--- config.mk ---
export PLATFORM = sky130hd
export DESIGN_NAME = serial_subtractor
export DESIGN_NICKNAME = d
export VERILOG_FILES = /design/src/rtl/serial_subtractor.sv
export SDC_FILE = /design/constraint.sdc
export NUM_CORES = 1
export LEC_CHECK = 0
export ABC_AREA = 1
export BUFFER_PORTS_ARGS = -buffer_cell sky130_fd_sc_hd__buf_4
export CORE_MARGIN = 2
export CORE_UTILIZATION = 40
export DETAILED_ROUTE_END_ITERATION = 8
export PLACE_DENSITY = 0.64
export SYNTH_ARGS = -nofsm -noshare
export SYNTH_HDL_FRONTEND = slang
export SYNTH_SLANG_ARGS = --single-unit
--- constraint.sdc ---
create_clock -name clk -period 1.9 [get_ports clk]
set_clock_uncertainty 0.05 [all_clocks]
set_input_delay 0.285 -clock clk [delete_from_list [all_inputs] [get_ports clk]]
set_output_delay 0.285 -clock clk [all_outputs]
set_load 0.05 [all_outputs]
--- src/rtl/serial_subtractor.sv ---
`default_nettype none
// ============================================================================
// Module   : serial_subtractor
// Purpose  : LSB-first bit-serial unsigned subtractor (in1 - in2) with a
//            start/busy/done handshake and registered diff/borrow outputs.
// Revision : 1.0 - initial release
// ============================================================================
module serial_subtractor #(
  parameter int WIDTH = 8
) (
  input  logic             clk,
  input  logic             reset,
  input  logic             start,
  input  logic [WIDTH-1:0] in1,
  input  logic [WIDTH-1:0] in2,
  output logic             busy,
  output logic             done,
  output logic [WIDTH-1:0] diff,
  output logic             borrow
);

  localparam int CW = (WIDTH > 1) ? $clog2(WIDTH) : 1;
  localparam logic [CW-1:0] CNT_LAST = CW'(WIDTH - 1);

  typedef enum logic [1:0] {
    S_IDLE  = 2'd0,
    S_SHIFT = 2'd1,
    S_DONE  = 2'd2
  } state_t;

  state_t           state_q,  state_d;
  logic [WIDTH-1:0] a_q,      a_d;
  logic [WIDTH-1:0] b_q,      b_d;
  logic [WIDTH-1:0] res_q,    res_d;
  logic             br_q,     br_d;
  logic [CW-1:0]    cnt_q,    cnt_d;
  logic             busy_q,   busy_d;
  logic             done_q,   done_d;
  logic [WIDTH-1:0] diff_q,   diff_d;
  logic             borrow_q, borrow_d;

  logic             bit_d;
  logic             br_next;

  // Full subtractor built from two half-subtractor stages plus the borrow flop.
  assign bit_d   = a_q[0] ^ b_q[0] ^ br_q;
  assign br_next = (~a_q[0] & b_q[0]) | (~(a_q[0] ^ b_q[0]) & br_q);

  always_comb begin
    state_d  = state_q;
    a_d      = a_q;
    b_d      = b_q;
    res_d    = res_q;
    br_d     = br_q;
    cnt_d    = cnt_q;
    busy_d   = busy_q;
    done_d   = 1'b0;
    diff_d   = diff_q;
    borrow_d = borrow_q;

    case (state_q)
      S_IDLE: begin
        if (start) begin
          a_d     = in1;
          b_d     = in2;
          res_d   = '0;
          br_d    = 1'b0;
          cnt_d   = '0;
          busy_d  = 1'b1;
          state_d = S_SHIFT;
        end
      end
      S_SHIFT: begin
        a_d   = a_q >> 1;
        b_d   = b_q >> 1;
        res_d = {bit_d, res_q[WIDTH-1:1]};
        br_d  = br_next;
        cnt_d = cnt_q + CW'(1);
        if (cnt_q == CNT_LAST) begin
          // Publish only the finished word so partial results never leak out.
          diff_d   = {bit_d, res_q[WIDTH-1:1]};
          borrow_d = br_next;
          busy_d   = 1'b0;
          done_d   = 1'b1;
          state_d  = S_DONE;
        end
      end
      S_DONE: begin
        state_d = S_IDLE;
      end
      default: begin
        state_d = S_IDLE;
        busy_d  = 1'b0;
      end
    endcase
  end

  always_ff @(posedge clk) begin
    if (reset) begin
      state_q  <= S_IDLE;
      a_q      <= '0;
      b_q      <= '0;
      res_q    <= '0;
      br_q     <= 1'b0;
      cnt_q    <= '0;
      busy_q   <= 1'b0;
      done_q   <= 1'b0;
      diff_q   <= '0;
      borrow_q <= 1'b0;
    end else begin
      state_q  <= state_d;
      a_q      <= a_d;
      b_q      <= b_d;
      res_q    <= res_d;
      br_q     <= br_d;
      cnt_q    <= cnt_d;
      busy_q   <= busy_d;
      done_q   <= done_d;
      diff_q   <= diff_d;
      borrow_q <= borrow_d;
    end
  end

  assign busy   = busy_q;
  assign done   = done_q;
  assign diff   = diff_q;
  assign borrow = borrow_q;

endmodule
`default_nettype wire

==> flow_summary.rst <==
.. list-table::
   :header-rows: 1

   * - Metric
     - Value
   * - Commonest non-fill, non-tap cell in the layout
     - sky130_fd_sc_hd__nand2_1
   * - DPL Wire Length
     - 2711 um
   * - Syn nets
     - 262
   * - Inserted Clock Buffers
     - 5
   * - Worst reg2reg path endpoint
     - b_q[2]
   * - Die W
     - 74.92 um
   * - Number of antenna violations at the first check in global routing
     - 0
   * - P_leak
     - 0.9841 nW
   * - Pin count of the biggest net entering global routing
     - 28
   * - Count of antenna diodes in the layout
     - 0
   * - Placed instance count
     - 326
   * - Synth unique cells
     - 23
   * - Hold Path Stages
     - 3
   * - Number of cell instances on the worst register-to-register path
     - 6
   * - Crit path required time
     - 2.02 ns
   * - GRT busiest layer
     - met2
   * - Number of violations of the max-capacitance limit
     - 0
   * - Max-Slew Margin vs Limit
     - 72.91%
   * - Fill cell total of the finished layout
     - 481
   * - Overflow left after global routing
     - 0
   * - Non-filler instance count after layout
     - 334
   * - Nets
     - 288
   * - Buffer count from post-CTS setup fixing
     - 0
   * - Antenna-violating nets left
     - 0
   * - Vias in the first global route
     - 1482
   * - Count of final hold-check violations
     - 0
   * - Min Tclk post-route
     - 1.456 ns
   * - CTS hold repair buffers
     - 0
   * - Global-route track usage on met2
     - 24.37%
   * - Cell chosen for the clock root
     - sky130_fd_sc_hd__clkbuf_8
   * - Startpoint kind of the worst setup timing path
     - flop
   * - Number of H-tree branching levels
     - 2
   * - Vias
     - 1554
   * - CTS Buffer Depth
     - 2
   * - CTS clock-pin slew for the worst setup and hold paths
     - 0.07 ns
   * - CP endpoint kind
     - flop
   * - Critical path class
     - reg -> reg
   * - Beginning of the worst register-to-register path
     - state_q[1]
   * - Crit Path Max Fanout
     - 21
   * - GRT Resource Usage Total
     - 16.17%
   * - Number of warnings printed during yosys synthesis
     - 0
   * - Leading cell types by total area after synthesis
     - sky130_fd_sc_hd__dfxtp_1 40%, sky130_fd_sc_hd__nand3_1 10%, sky130_fd_sc_hd__nand3_2 10%
   * - Data arrival time of the critical path
     - 1.58 ns
   * - Maximum VDD drop
     - 0.0002855 V
   * - Average instance area after synthesis
     - 8.383 um^2
   * - Area delta synth->final
     - 14.93%
   * - Worst-margin pin slew
     - 0.4063 ns
   * - Number of detailed-routing iterations run before antenna repair
     - 4
   * - Global-route track usage on met3
     - 3.614%
   * - Placer Congestion
     - 0.8249
   * - Ratio of total power to cell area
     - 789.5 nW/um^2
   * - Wire length per cell
     - 11.84 um
   * - Floorplan Core Area
     - 4786 um^2
   * - TNS Setup
     - 0 ns
   * - DRT iter0 DRCs
     - 111
   * - Internal reg-to-reg setup slack
     - 0.44 ns
   * - Post-cts resize count
     - 0
   * - Result of the run
     - finished, final reports clean
   * - Die area
     - 5613 um^2
   * - Final number of max-transition violations
     - 0
   * - Cell type with the highest aggregate area in the netlist
     - sky130_fd_sc_hd__dfxtp_1
   * - CTS sink count
     - 40
   * - Share of the yosys chip area belonging to registers
     - 39.80%
   * - Aggregate routed wire length
     - 3956 um
   * - Die height
     - 74.92 um
   * - Flip-flop and latch count after synthesis
     - 40
   * - Post-layout utilization of the core
     - 48.31%
   * - Initial core utilization
     - 42.04%
   * - Leading cell types in the layout, fill and taps excluded
     - 42 x sky130_fd_sc_hd__nand2_1, 40 x sky130_fd_sc_hd__nand3_1, 40 x sky130_fd_sc_hd__dfxtp_1
   * - Wire length of the first global-routing pass
     - 6865 um
   * - Endpoint of the worst hold-timing path
     - b_q[7]
   * - Count of input and output buffers
     - 29
   * - Fraction of post-synthesis cell area in the top cell type by area
     - 39.80%
   * - Post-Synthesis Cell Area
     - 2012 um^2
   * - Clock tree from TritonCTS
     - yes
   * - Total I/O pin count
     - 30
   * - Hold crit path type
     - in -> reg
   * - GR Layer Usage met1
     - 21.69%
   * - Fraction of final layout cells with drive strength greater than 1
     - 32.96%
   * - Standard-cell row count
     - 25
   * - Via-per-instance ratio
     - 4.653
   * - Startpoint of the worst hold path
     - in2[7]
   * - Highest attainable clock frequency
     - 0.6869 GHz
   * - Setup violation total in the final timing report
     - 0
   * - Insertion delay to the later sink of the worst-skew pair
     - 0.30 ns
   * - Final routed DRC violation total
     - 0
   * - Fin crit share
     - 76.62%
   * - Synthesized instance count
     - 240
   * - RSZ-0062 raised after global routing
     - false
## cells in the mapped netlist
cell and count:
sky130_fd_sc_hd__nand2_1 42, sky130_fd_sc_hd__a21oi_2 20, sky130_fd_sc_hd__ha_1 2, sky130_fd_sc_hd__nor2_1 8, sky130_fd_sc_hd__buf_6 3, sky130_fd_sc_hd__buf_2 6, sky130_fd_sc_hd__or2_1 1, sky130_fd_sc_hd__o21a_1 1
sky130_fd_sc_hd__nor2_4 1, sky130_fd_sc_hd__a21oi_1 6, sky130_fd_sc_hd__nand2_4 2, sky130_fd_sc_hd__o21ai_0 3, sky130_fd_sc_hd__dfxtp_1 40, sky130_fd_sc_hd__nand3_2 20, sky130_fd_sc_hd__inv_2 2, sky130_fd_sc_hd__fa_1 1
sky130_fd_sc_hd__nand3_1 40, sky130_fd_sc_hd__buf_12 3, sky130_fd_sc_hd__nand2_8 1, sky130_fd_sc_hd__nor3_1 2, sky130_fd_sc_hd__inv_4 1, sky130_fd_sc_hd__buf_4 3, sky130_fd_sc_hd__inv_1 32
## power by group
group          internal [mW]  total [mW]  switching, mW  leakage [nW]
registers              0.872       0.896         0.0244         0.326
logic                 0.0941       0.232          0.138         0.603
clock network          0.390       0.697          0.307        0.0552
total                   1.36        1.83          0.469         0.984
## worst max path at each step
stage / startpoint / depth (start not counted) / slack, ns / to
after detailed placement: state_q[1] / 6 / 0.46 / b_q[2]
after CTS: state_q[1] / 6 / 0.44 / b_q[2]
after global placement: state_q[1] / 6 / 0.48 / b_q[2]
after floorplan: cnt_q[0] / 8 / 0.69 / diff[7]
after global routing: state_q[1] / 6 / 0.30 / b_q[2]
final: state_q[1] / 6 / 0.44 / b_q[2]
## stage by stage
step / setup slack [ns] / cell area [um^2] / hold WS [ns] / total power, mW
after CTS: 0.4407 / 2312 / 0.1966 / 1.835
after global routing: 0.2973 / 2312 / 0.2059 / 1.896
final: 0.4441 / 2312 / 0.2030 / 1.826
after detailed placement: 0.4557 / 2205 / 0.4149 / 1.150
after floorplan: 0.6916 / 2012 / 0.3783 / 1.107
after global placement: 0.4778 / 2205 / 0.4103 / 1.149
## sequential cells by signal (all words and copies together), names as in the netlist
signal and flops:
a_q 8, b_q 8, borrow 1, state_q 2, diff 8, cnt_q 3
res_q 7, br_q 1, done 1, busy 1
## kinds of logic (layout without fill, tap and decap cells)
logic type                 count (synthesis)  count (layout)  synth area share (%)
and+or+nand+nor                          117             117                 32.71
adders and majority gates                  3               3                 2.239
AOI/OAI and AO/OA                         30              30                 11.32
buffers and inverters                     50              77                 13.93
DFF                                       40              40                 39.80
## routing by layer
metal / vias to the layer above / routed length [um]
met5: - / 0
met4: 0 / 91
met3: 7 / 135
met2: 22 / 1745
met1: 702 / 1983
li1: 823 / -
## worst max-delay path, stage by stage, from the launching register on
cell and delay, ns:
sky130_fd_sc_hd__dfxtp_1 0.40, sky130_fd_sc_hd__inv_4 0.12, sky130_fd_sc_hd__nand2_8 0.18, sky130_fd_sc_hd__buf_4 0.32
sky130_fd_sc_hd__nand2_1 0.08, sky130_fd_sc_hd__nand3_1 0.12, sky130_fd_sc_hd__a21oi_2 0.06
## layout make-up
type | instances | area, um^2 | share of cell area (%)
sequential | 40 | 800.8 | 34.63
timing repair buffer | 34 | 255.2 | 11.04
clock inverter | 2 | 35.03 | 1.515
multi-input combinational | 150 | 930.9 | 40.26
tap | 67 | 83.83 | 3.626
clock buffer | 6 | 72.57 | 3.139
inverter | 35 | 133.9 | 5.790
(Power assumes the default switching activity.)
